--- config.mk ---
export PLATFORM = sky130hd
export DESIGN_NAME = srt2_byte_divider
export DESIGN_NICKNAME = d
export VERILOG_FILES = /design/src/rtl/srt2_byte_divider.sv
export SDC_FILE = /design/constraint.sdc
export NUM_CORES = 1
export LEC_CHECK = 0
export ABC_AREA = 1
export ABC_CLOCK_PERIOD_IN_PS = 8500
export CAP_MARGIN = 10
export CORE_AREA = 2 2 205 207
export DETAILED_ROUTE_END_ITERATION = 8
export DIE_AREA = 0 0 207 209
export GPL_TIMING_DRIVEN = 1
export PLACE_DENSITY = 0.8
export SYNTH_ARGS = -nofsm -noshare
export SYNTH_HDL_FRONTEND = slang
export SYNTH_SLANG_ARGS = --single-unit
--- constraint.sdc ---
create_clock -name clk -period 8.5 [get_ports clk]
set_input_delay 2.55 -clock clk [delete_from_list [all_inputs] [get_ports clk]]
set_output_delay 2.55 -clock clk [all_outputs]
set_load 0.05 [all_outputs]
--- src/rtl/srt2_byte_divider.sv ---
// Byte-serial 32/32 divider: eight pushed operand bytes feed a radix-2 SRT core,
// and the corrected remainder and quotient are streamed back one byte per cycle.
module srt2_byte_divider #(
  parameter int DATA_WIDTH       = 65,
  parameter int BUFFER_DEPTH     = 4,
  parameter int LOG_BUFFER_DEPTH = 3,
  parameter int WIDTH            = 32,
  parameter int EXPWIDTH         = 6
) (
  input  logic       clk,
  input  logic       rst_n,
  input  logic [7:0] data_in_in,
  input  logic       push_in,
  input  logic       sign,
  input  logic       select,
  output logic [7:0] data_out_out,
  output logic       pull_out,
  output logic       sign_out
);

  localparam int SHW = $clog2(WIDTH);

  typedef enum logic [2:0] {IDLE, NORM, BUSY, CORR, OUT} state_t;

  state_t                      state_q, state_d;
  logic [LOG_BUFFER_DEPTH-1:0] cnt_q, cnt_d;
  logic [SHW-1:0]              iter_q, iter_d;
  logic [SHW-1:0]              shift_q, shift_d;
  logic [7:0]                  inBuf_q [2*BUFFER_DEPTH];
  logic                        signMode_q, signMode_d;
  logic                        signOut_q, signOut_d;
  logic                        divZero_q, divZero_d;
  logic [DATA_WIDTH-1:0]       work_q, work_d;
  logic [WIDTH-1:0]            dn_q, dn_d;
  logic [WIDTH-1:0]            qPos_q, qPos_d;
  logic [WIDTH-1:0]            qNeg_q, qNeg_d;
  logic [2*WIDTH-1:0]          res_q, res_d;

  logic [WIDTH-1:0]   zWord, dWord, zMag, dMag;
  logic [SHW-1:0]     lzc;
  logic               lzFound;
  logic [2*WIDTH-1:0] xWide;
  logic [WIDTH:0]     pCur;
  logic [WIDTH+1:0]   p2, dnExt, pNext;
  logic [2:0]         pTop;
  logic               qPlus, qMinus;
  logic [WIDTH:0]     rSum;
  logic [WIDTH-1:0]   qRaw, qFix, rNorm, rMag, qOut, rOut;
  logic               unused_ok;

  assign unused_ok = &{1'b0, select, EXPWIDTH[0]};

  always_comb begin
    zWord = '0;
    dWord = '0;
    for (int i = 0; i < BUFFER_DEPTH; i++) begin
      zWord[WIDTH-1-8*i -: 8] = inBuf_q[i];
      dWord[WIDTH-1-8*i -: 8] = inBuf_q[i+BUFFER_DEPTH];
    end
  end

  assign zMag = signMode_q ? {1'b0, zWord[WIDTH-2:0]} : zWord;
  assign dMag = signMode_q ? {1'b0, dWord[WIDTH-2:0]} : dWord;

  // Normalising the divisor to bit 31 keeps the SRT digit selection to three top bits.
  always_comb begin
    lzc     = '0;
    lzFound = 1'b0;
    for (int i = WIDTH - 1; i >= 0; i--) begin
      if (!lzFound && dMag[i]) begin
        lzc     = SHW'(WIDTH - 1 - i);
        lzFound = 1'b1;
      end
    end
  end

  assign xWide = {{WIDTH{1'b0}}, zMag} << lzc;

  assign pCur   = work_q[DATA_WIDTH-1:WIDTH];
  assign p2     = {pCur, work_q[WIDTH-1]};
  assign pTop   = p2[WIDTH+1:WIDTH-1];
  assign qPlus  = !pTop[2] && (pTop != 3'b000);
  assign qMinus = pTop[2] && (pTop != 3'b111);
  assign dnExt  = {2'b00, dn_q};
  assign pNext  = qPlus ? (p2 - dnExt) : (qMinus ? (p2 + dnExt) : p2);

  // Collapse the redundant digits and fold a negative final remainder back into range.
  always_comb begin
    qRaw  = qPos_q - qNeg_q;
    rSum  = pCur + {1'b0, dn_q};
    qFix  = qRaw;
    rNorm = pCur[WIDTH-1:0];
    if (pCur[WIDTH]) begin
      qFix  = qRaw - 1'b1;
      rNorm = rSum[WIDTH-1:0];
    end
    rMag = rNorm >> shift_q;
    if (divZero_q) begin
      qFix = '1;
      rMag = zMag;
    end
    qOut = qFix;
    rOut = rMag;
    if (signMode_q) begin
      qOut = {zWord[WIDTH-1] ^ dWord[WIDTH-1], qFix[WIDTH-2:0]};
      rOut = {zWord[WIDTH-1], rMag[WIDTH-2:0]};
    end
  end

  always_comb begin
    state_d    = state_q;
    cnt_d      = cnt_q;
    iter_d     = iter_q;
    shift_d    = shift_q;
    signMode_d = signMode_q;
    signOut_d  = signOut_q;
    divZero_d  = divZero_q;
    work_d     = work_q;
    dn_d       = dn_q;
    qPos_d     = qPos_q;
    qNeg_d     = qNeg_q;
    res_d      = res_q;
    unique case (state_q)
      IDLE: begin
        if (push_in) begin
          cnt_d = cnt_q + 1'b1;
          if (cnt_q == '1) begin
            signMode_d = sign;
            state_d    = NORM;
          end
        end
      end
      NORM: begin
        work_d    = {1'b0, xWide};
        dn_d      = dMag << lzc;
        shift_d   = lzc;
        divZero_d = (dMag == '0);
        iter_d    = '0;
        qPos_d    = '0;
        qNeg_d    = '0;
        state_d   = (dMag == '0) ? CORR : BUSY;
      end
      BUSY: begin
        work_d = {pNext[WIDTH:0], work_q[WIDTH-2:0], 1'b0};
        qPos_d = {qPos_q[WIDTH-2:0], qPlus};
        qNeg_d = {qNeg_q[WIDTH-2:0], qMinus};
        iter_d = iter_q + 1'b1;
        if (iter_q == '1) state_d = CORR;
      end
      CORR: begin
        res_d     = {qOut, rOut};
        signOut_d = signMode_q;
        cnt_d     = '0;
        state_d   = OUT;
      end
      OUT: begin
        cnt_d = cnt_q + 1'b1;
        if (cnt_q == '1) state_d = IDLE;
      end
      default: state_d = IDLE;
    endcase
  end

  always_ff @(posedge clk) begin
    if (!rst_n) begin
      state_q    <= IDLE;
      cnt_q      <= '0;
      iter_q     <= '0;
      shift_q    <= '0;
      signMode_q <= 1'b0;
      signOut_q  <= 1'b0;
      divZero_q  <= 1'b0;
      work_q     <= '0;
      dn_q       <= '0;
      qPos_q     <= '0;
      qNeg_q     <= '0;
      res_q      <= '0;
    end else begin
      state_q    <= state_d;
      cnt_q      <= cnt_d;
      iter_q     <= iter_d;
      shift_q    <= shift_d;
      signMode_q <= signMode_d;
      signOut_q  <= signOut_d;
      divZero_q  <= divZero_d;
      work_q     <= work_d;
      dn_q       <= dn_d;
      qPos_q     <= qPos_d;
      qNeg_q     <= qNeg_d;
      res_q      <= res_d;
    end
  end

  always_ff @(posedge clk) begin
    if (state_q == IDLE && push_in) inBuf_q[cnt_q] <= data_in_in;
  end

  assign data_out_out = (state_q == OUT) ? res_q[{cnt_q, 3'b000} +: 8] : 8'h00;
  assign pull_out     = (state_q == OUT) && (cnt_q == '0);
  assign sign_out     = signOut_q;

endmodule

## Word level (Yosys, flattened, before mapping)

Memories as Yosys holds them, arrays and structs flattened.
Cells that the tools add are included.

| storage, ports and cells | value |
|---|---|
| register bits | 244 |
| memory bits (writable) | 64 |
| input bits | 13 |
| logic and storage cells | 199 |
| memories | 1 |

Memories:

| memory | words | width | rd ports | clocked after memory_dff | write ports | line | source |
|---|---|---|---|---|---|---|---|
| inBuf_q | 8 | 8 | 8 | 0 | 1 | 29 | `logic [7:0] inBuf_q [2*BUFFER_DEPTH];` |

| operators by class | value |
|---|---|
| add/subtract/negate cells | 7 |
| equality and inequality tests | 11 |
| shift-type cells | 4 |
| mux-type cells | 87 |
| bitwise logic cells | 1 |
| reductions and logical operators | 76 |

Operators by type and width:

| cell | count |
|---|---|
| 2-to-1 mux 32 bit | 8 |
| 2-to-1 mux 5 bit | 30 |
| case mux 65 bit (2 select lines) | 1 |
| case mux 32 bit (2 select lines) | 2 |
| 2-to-1 mux 33 bit | 2 |
| variable part select 64 x 7 -> 8 bit | 1 |
| << shifter 32 x 5 -> 64 bit | 1 |
| logical AND 1 bit | 35 |
| 2-to-1 mux 1 bit | 35 |
| adder 33 x 32 -> 33 bit | 1 |
| subtractor 33 x 32 -> 33 bit | 1 |
| adder 32 bit | 1 |
| logical NOT 1 bit | 32 |
| logical NOT 32 bit | 1 |
| << shifter 32 x 5 -> 32 bit | 1 |
| >> shifter 32 x 5 -> 32 bit | 1 |
| subtractor 32 x 1 -> 32 bit, second input constant | 1 |
| subtractor 32 bit | 1 |
| 2-to-1 mux 3 bit | 5 |
| case mux 3 bit (5 select lines) | 1 |
| case mux 5 bit (2 select lines) | 1 |
| case mux 3 bit (3 select lines) | 1 |
| 2-to-1 mux 8 bit | 1 |
| inequality test 2 bit, second input constant | 4 |
| other kinds (14) | 18 |

## Longest topological paths before layout

An unclocked memory read counts as a cell.

| logic depth | value |
|---|---|
| word-level depth | 98 |
| gate-level depth with buffers | 26 |

## Least setup slack after synthesis

OpenSTA, ideal clock, no wires.

| path | value |
|---|---|
| path type | register to output |
| start | register cnt_q[0] |
| end | output data_out_out[2] |
| arrival time | 2,478 ps |
| required time | 5,950 ps |
| slack | 3,472 ps |
| cell stages (with the launch flop) | 7 |
| path buffers | 1 |
| cells stage by stage | dfxtp_1 -> clkbuf_1 -> clkinv_1 -> nor3_1 -> a22o_1 -> a21oi_1 -> a41oi_1 |

| between the ends | value |
|---|---|
| word-level cells in the longest chain between the ends | 2 |

RTL lines:

| what | line | source |
|---|---|---|
| from (decl) | 26 | `logic [LOG_BUFFER_DEPTH-1:0] cnt_q, cnt_d;` |
| from (signal assigned) | 180 | `cnt_q <= cnt_d;` |
| variable part select 64 x 7 -> 8 bit | 198 | `assign data_out_out = (state_q == OUT) ? res_q[{cnt_q, 3'b000} +: 8] : 8'h00;` |
| 2-to-1 mux 8 bit | 198 |  |
| to (decl) | 16 | `output logic [7:0] data_out_out,` |

No other way between the ends.

## Worst setup path after layout

| path | value |
|---|---|
| start | register cnt_q[0] |
| end | output data_out_out[5] |

Same word-level chain as after synthesis.

==> out/qor.yml <==
outcome:
  outcome: "completed"
grt:
  grt_max_degree: 91
  first_global_vias: 26100
  gr-total-overflow: 0
  grt_usage_pct: 42.9
  antenna_found_initial: 1
  grt_pass1_wl_um: 148000
logic_synthesis:
  synth_seq_cells: 308
  yosysTopAreaCellShare_pct: 18.6
  syn_area_sq_mm: 0.0263
  synth_most_common_cell: "nand2_1"
  seq_area_frac_synth_pct: 25.9
  syn_nets: 4401
  yosysWarnings: 0
  synth_top_cell_by_area: "dfxtp_1"
  synthFlopType: "dfxtp_1"
  syn_area_per_cell_sq_um: 6.19
  synth_edf_count: 64
  synthCells: 4252
  async_flop_share_pct: 0
  synth.distinct_cells: 61
  synthTopCellsByCount: "nand2_1, nand3_1, inv_1"
  synthTopCellsByArea: "dfxtp_1, nand2_1, nand3_1, a21oi_1, edfxtp_1"
setup_path:
  cp.required_ns: 5.95
  rr_endpoint: "work_q[49]"
  worst-r2r-setup-slack_ns: 3.90
  reg2reg_from: "inBuf_q[4][7]"
  crit_type: "flip-flop to primary output"
  worstPathArrival_ns: 3.72
  cp-end-kind: "primary output"
  reg2reg_depth: 17
  cp-start-kind: "flip-flop"
  critPathMaxFanout: 9
timing:
  hold_ws_ns: 0.472
  tightest_slew_ns: 1.15
  period_needed_ns: 6.27
  max_freq_mhz: 160
  rsz0062_at_grt: "no"
  period_share_pct: 73.8
  finalSetupTns_ns: 0
  fin_skew_ns: 0.0338
  final_hold_viol_count: 0
  worst_slack_ns: 2.23
  setup_viol: 0
  maxSlewHeadroom_pct: 23.0
  maxSlewViolCount: 0
clock_network:
  numCtsBuffers: 35
  clk_pin_slew_worst_paths_ns: 0.06
  cts-hold-fix-buffers: 0
  cts_root_buffer: "clkbuf_16"
  postCtsSetupBuffers: 0
  cts_tree: "built"
  numClockSinks: 308
  cts_resized: 0
  worstSkewPairLatency_ns: 0.57
  cts-htree-levels: 2
  clk_path_buf_depth: 3
drt:
  wl_met1_um: 38500
  firstDrtPassIters: 7
  top_layer: "met4"
  drtAntennaViolNets: 0
  routed_via_density: 6.29
  wirelength_um: 95600
  num_vias: 29500
  wl_per_cell_um: 20.4
  wl_met2_um: 40100
  met3_length_um: 10300
  drc: 0
  drt_iter0_drc: 3944
worst_hold_path:
  whs_path_depth: 2
  min_from: "iter_q[4]"
  hold-path-endpoint: "iter_q[4]"
  hp-class: "flip-flop to flip-flop"
place:
  dp_slack_ns: 2.86
  hpwl_um: 71400
  io_buffers: 21
  gp_congestion: 1.04
  dpl-instance-area_sq_mm: 0.0265
power_and_ir_drop:
  p_per_area_mw_per_mm2: 122
  total_leakage_power_nw: 12.4
  vdd_ir_drop_max_v: 0.000170
floorplan:
  rows: 75
  dieArea_sq_mm: 0.0433
  ios: 23
  initial_core_util_pct: 63.7
  die_h_um: 209
  coreArea_sq_mm: 0.0413
  die_x_um: 207
final_layout:
  area_delta_synth_final_pct: 4.97
  drive_gt1_share_pct: 3.76
  stdcell_area_sq_mm: 0.0276
  finalNetCount: 4270
run:
  cap_violations: 0
## worst max-delay path by stage
stage               startpoint               to  cells past startpoint
floorplan             cnt_q[0]  data_out_out[2]                      6
global placement      cnt_q[0]  data_out_out[5]                      7
detailed placement    cnt_q[0]  data_out_out[5]                      7
CTS                   cnt_q[0]  data_out_out[5]                      7
global route          cnt_q[0]  data_out_out[5]                      7
finish                cnt_q[0]  data_out_out[5]                      7
## logic make-up after synthesis
family / count (synthesis) / synth area share (%)
simple gates: 2176 / 35.9
buf+inv: 684 / 10.1
xor+xnor: 71 / 2.36
flops: 308 / 25.9
mux: 2 / 0.0761
fa+ha+maj: 136 / 6.58
compound gates: 875 / 19.1
## sequential cells by signal (all words and copies together), names as in the netlist
name        cells
inBuf_q        64
qNeg_q         32
divZero_q       1
signMode_q      1
cnt_q           3
qPos_q         32
state_q         3
dn_q           32
work_q         65
res_q          64
sign_out        1
shift_q         5
iter_q          5
## stage by stage
step           total power, mW  cells  util (%)
2_1_floorplan             1.82   4252         -
3_3_place_gp              1.92   4623      64.3
3_5_place_dp              1.92   4623      64.3
4_1_cts                   3.35   4684      66.9
5_1_grt                   3.45   4684      66.9
6_report                  3.36   4686      66.9
## area by class of cell
type	count	area, sq um
Multi-Input combinational cell	3260	16900
Clock inverter	17	104
Tap cell	539	674
Sequential cell	308	6810
Inverter	460	1730
Fill cell	3970	13700
Timing Repair Buffer	56	468
Antenna cell	2	5.00
Clock buffer	44	961
## metal layers
layer | global-route usage [%] | up-vias
met1 | 57.6 | 13400
met3 | 8.12 | 285
met5 | 0 | -
li1 | - | 14100
met4 | 26.2 | 0
met2 | 63.9 | 1676
## report_power, final
| group | total, mW | switching [mW] | internal [mW] |
|---|---|---|---|
| clock | 1.46 | 0.656 | 0.805 |
| combinational | 0.369 | 0.264 | 0.106 |
| sequential | 1.53 | 0.0235 | 1.51 |
| total | 3.36 | 0.943 | 2.42 |
## worst max-delay path, stage by stage, from the launching register on
cell	delay, ns
dfxtp_1	0.49
clkinv_1	0.29
nor3_1	0.80
inv_1	0.14
o21ai_0	0.18
a221oi_1	0.07
a31oi_1	0.32
clkdlybuf4s50_1	0.87
## placed cells by master (no fill, tap or decap), drive strengths merged, types with 4 or more instances in the layout
master and count:
a211oi 13, a21boi 8, a21o 13, a21oi 387, a221oi 14, a22o 4
a22oi 20, a31oi 57, a41oi 8, buf 36, clkbuf 44, clkdlybuf4s50 20
clkinv 19, clkinvlp 4, dfxtp 244, edfxtp 64, fa 4, ha 132
inv 454, nand2 1059, nand3 691, nand4 46, nor2 286, nor3 46
nor4 21, o211ai 52, o21a 6, o21ai 242, o21bai 19, o221ai 14
o31ai 6, or2 22, xnor2 11, xor2 60
(Power assumes the default switching activity.)
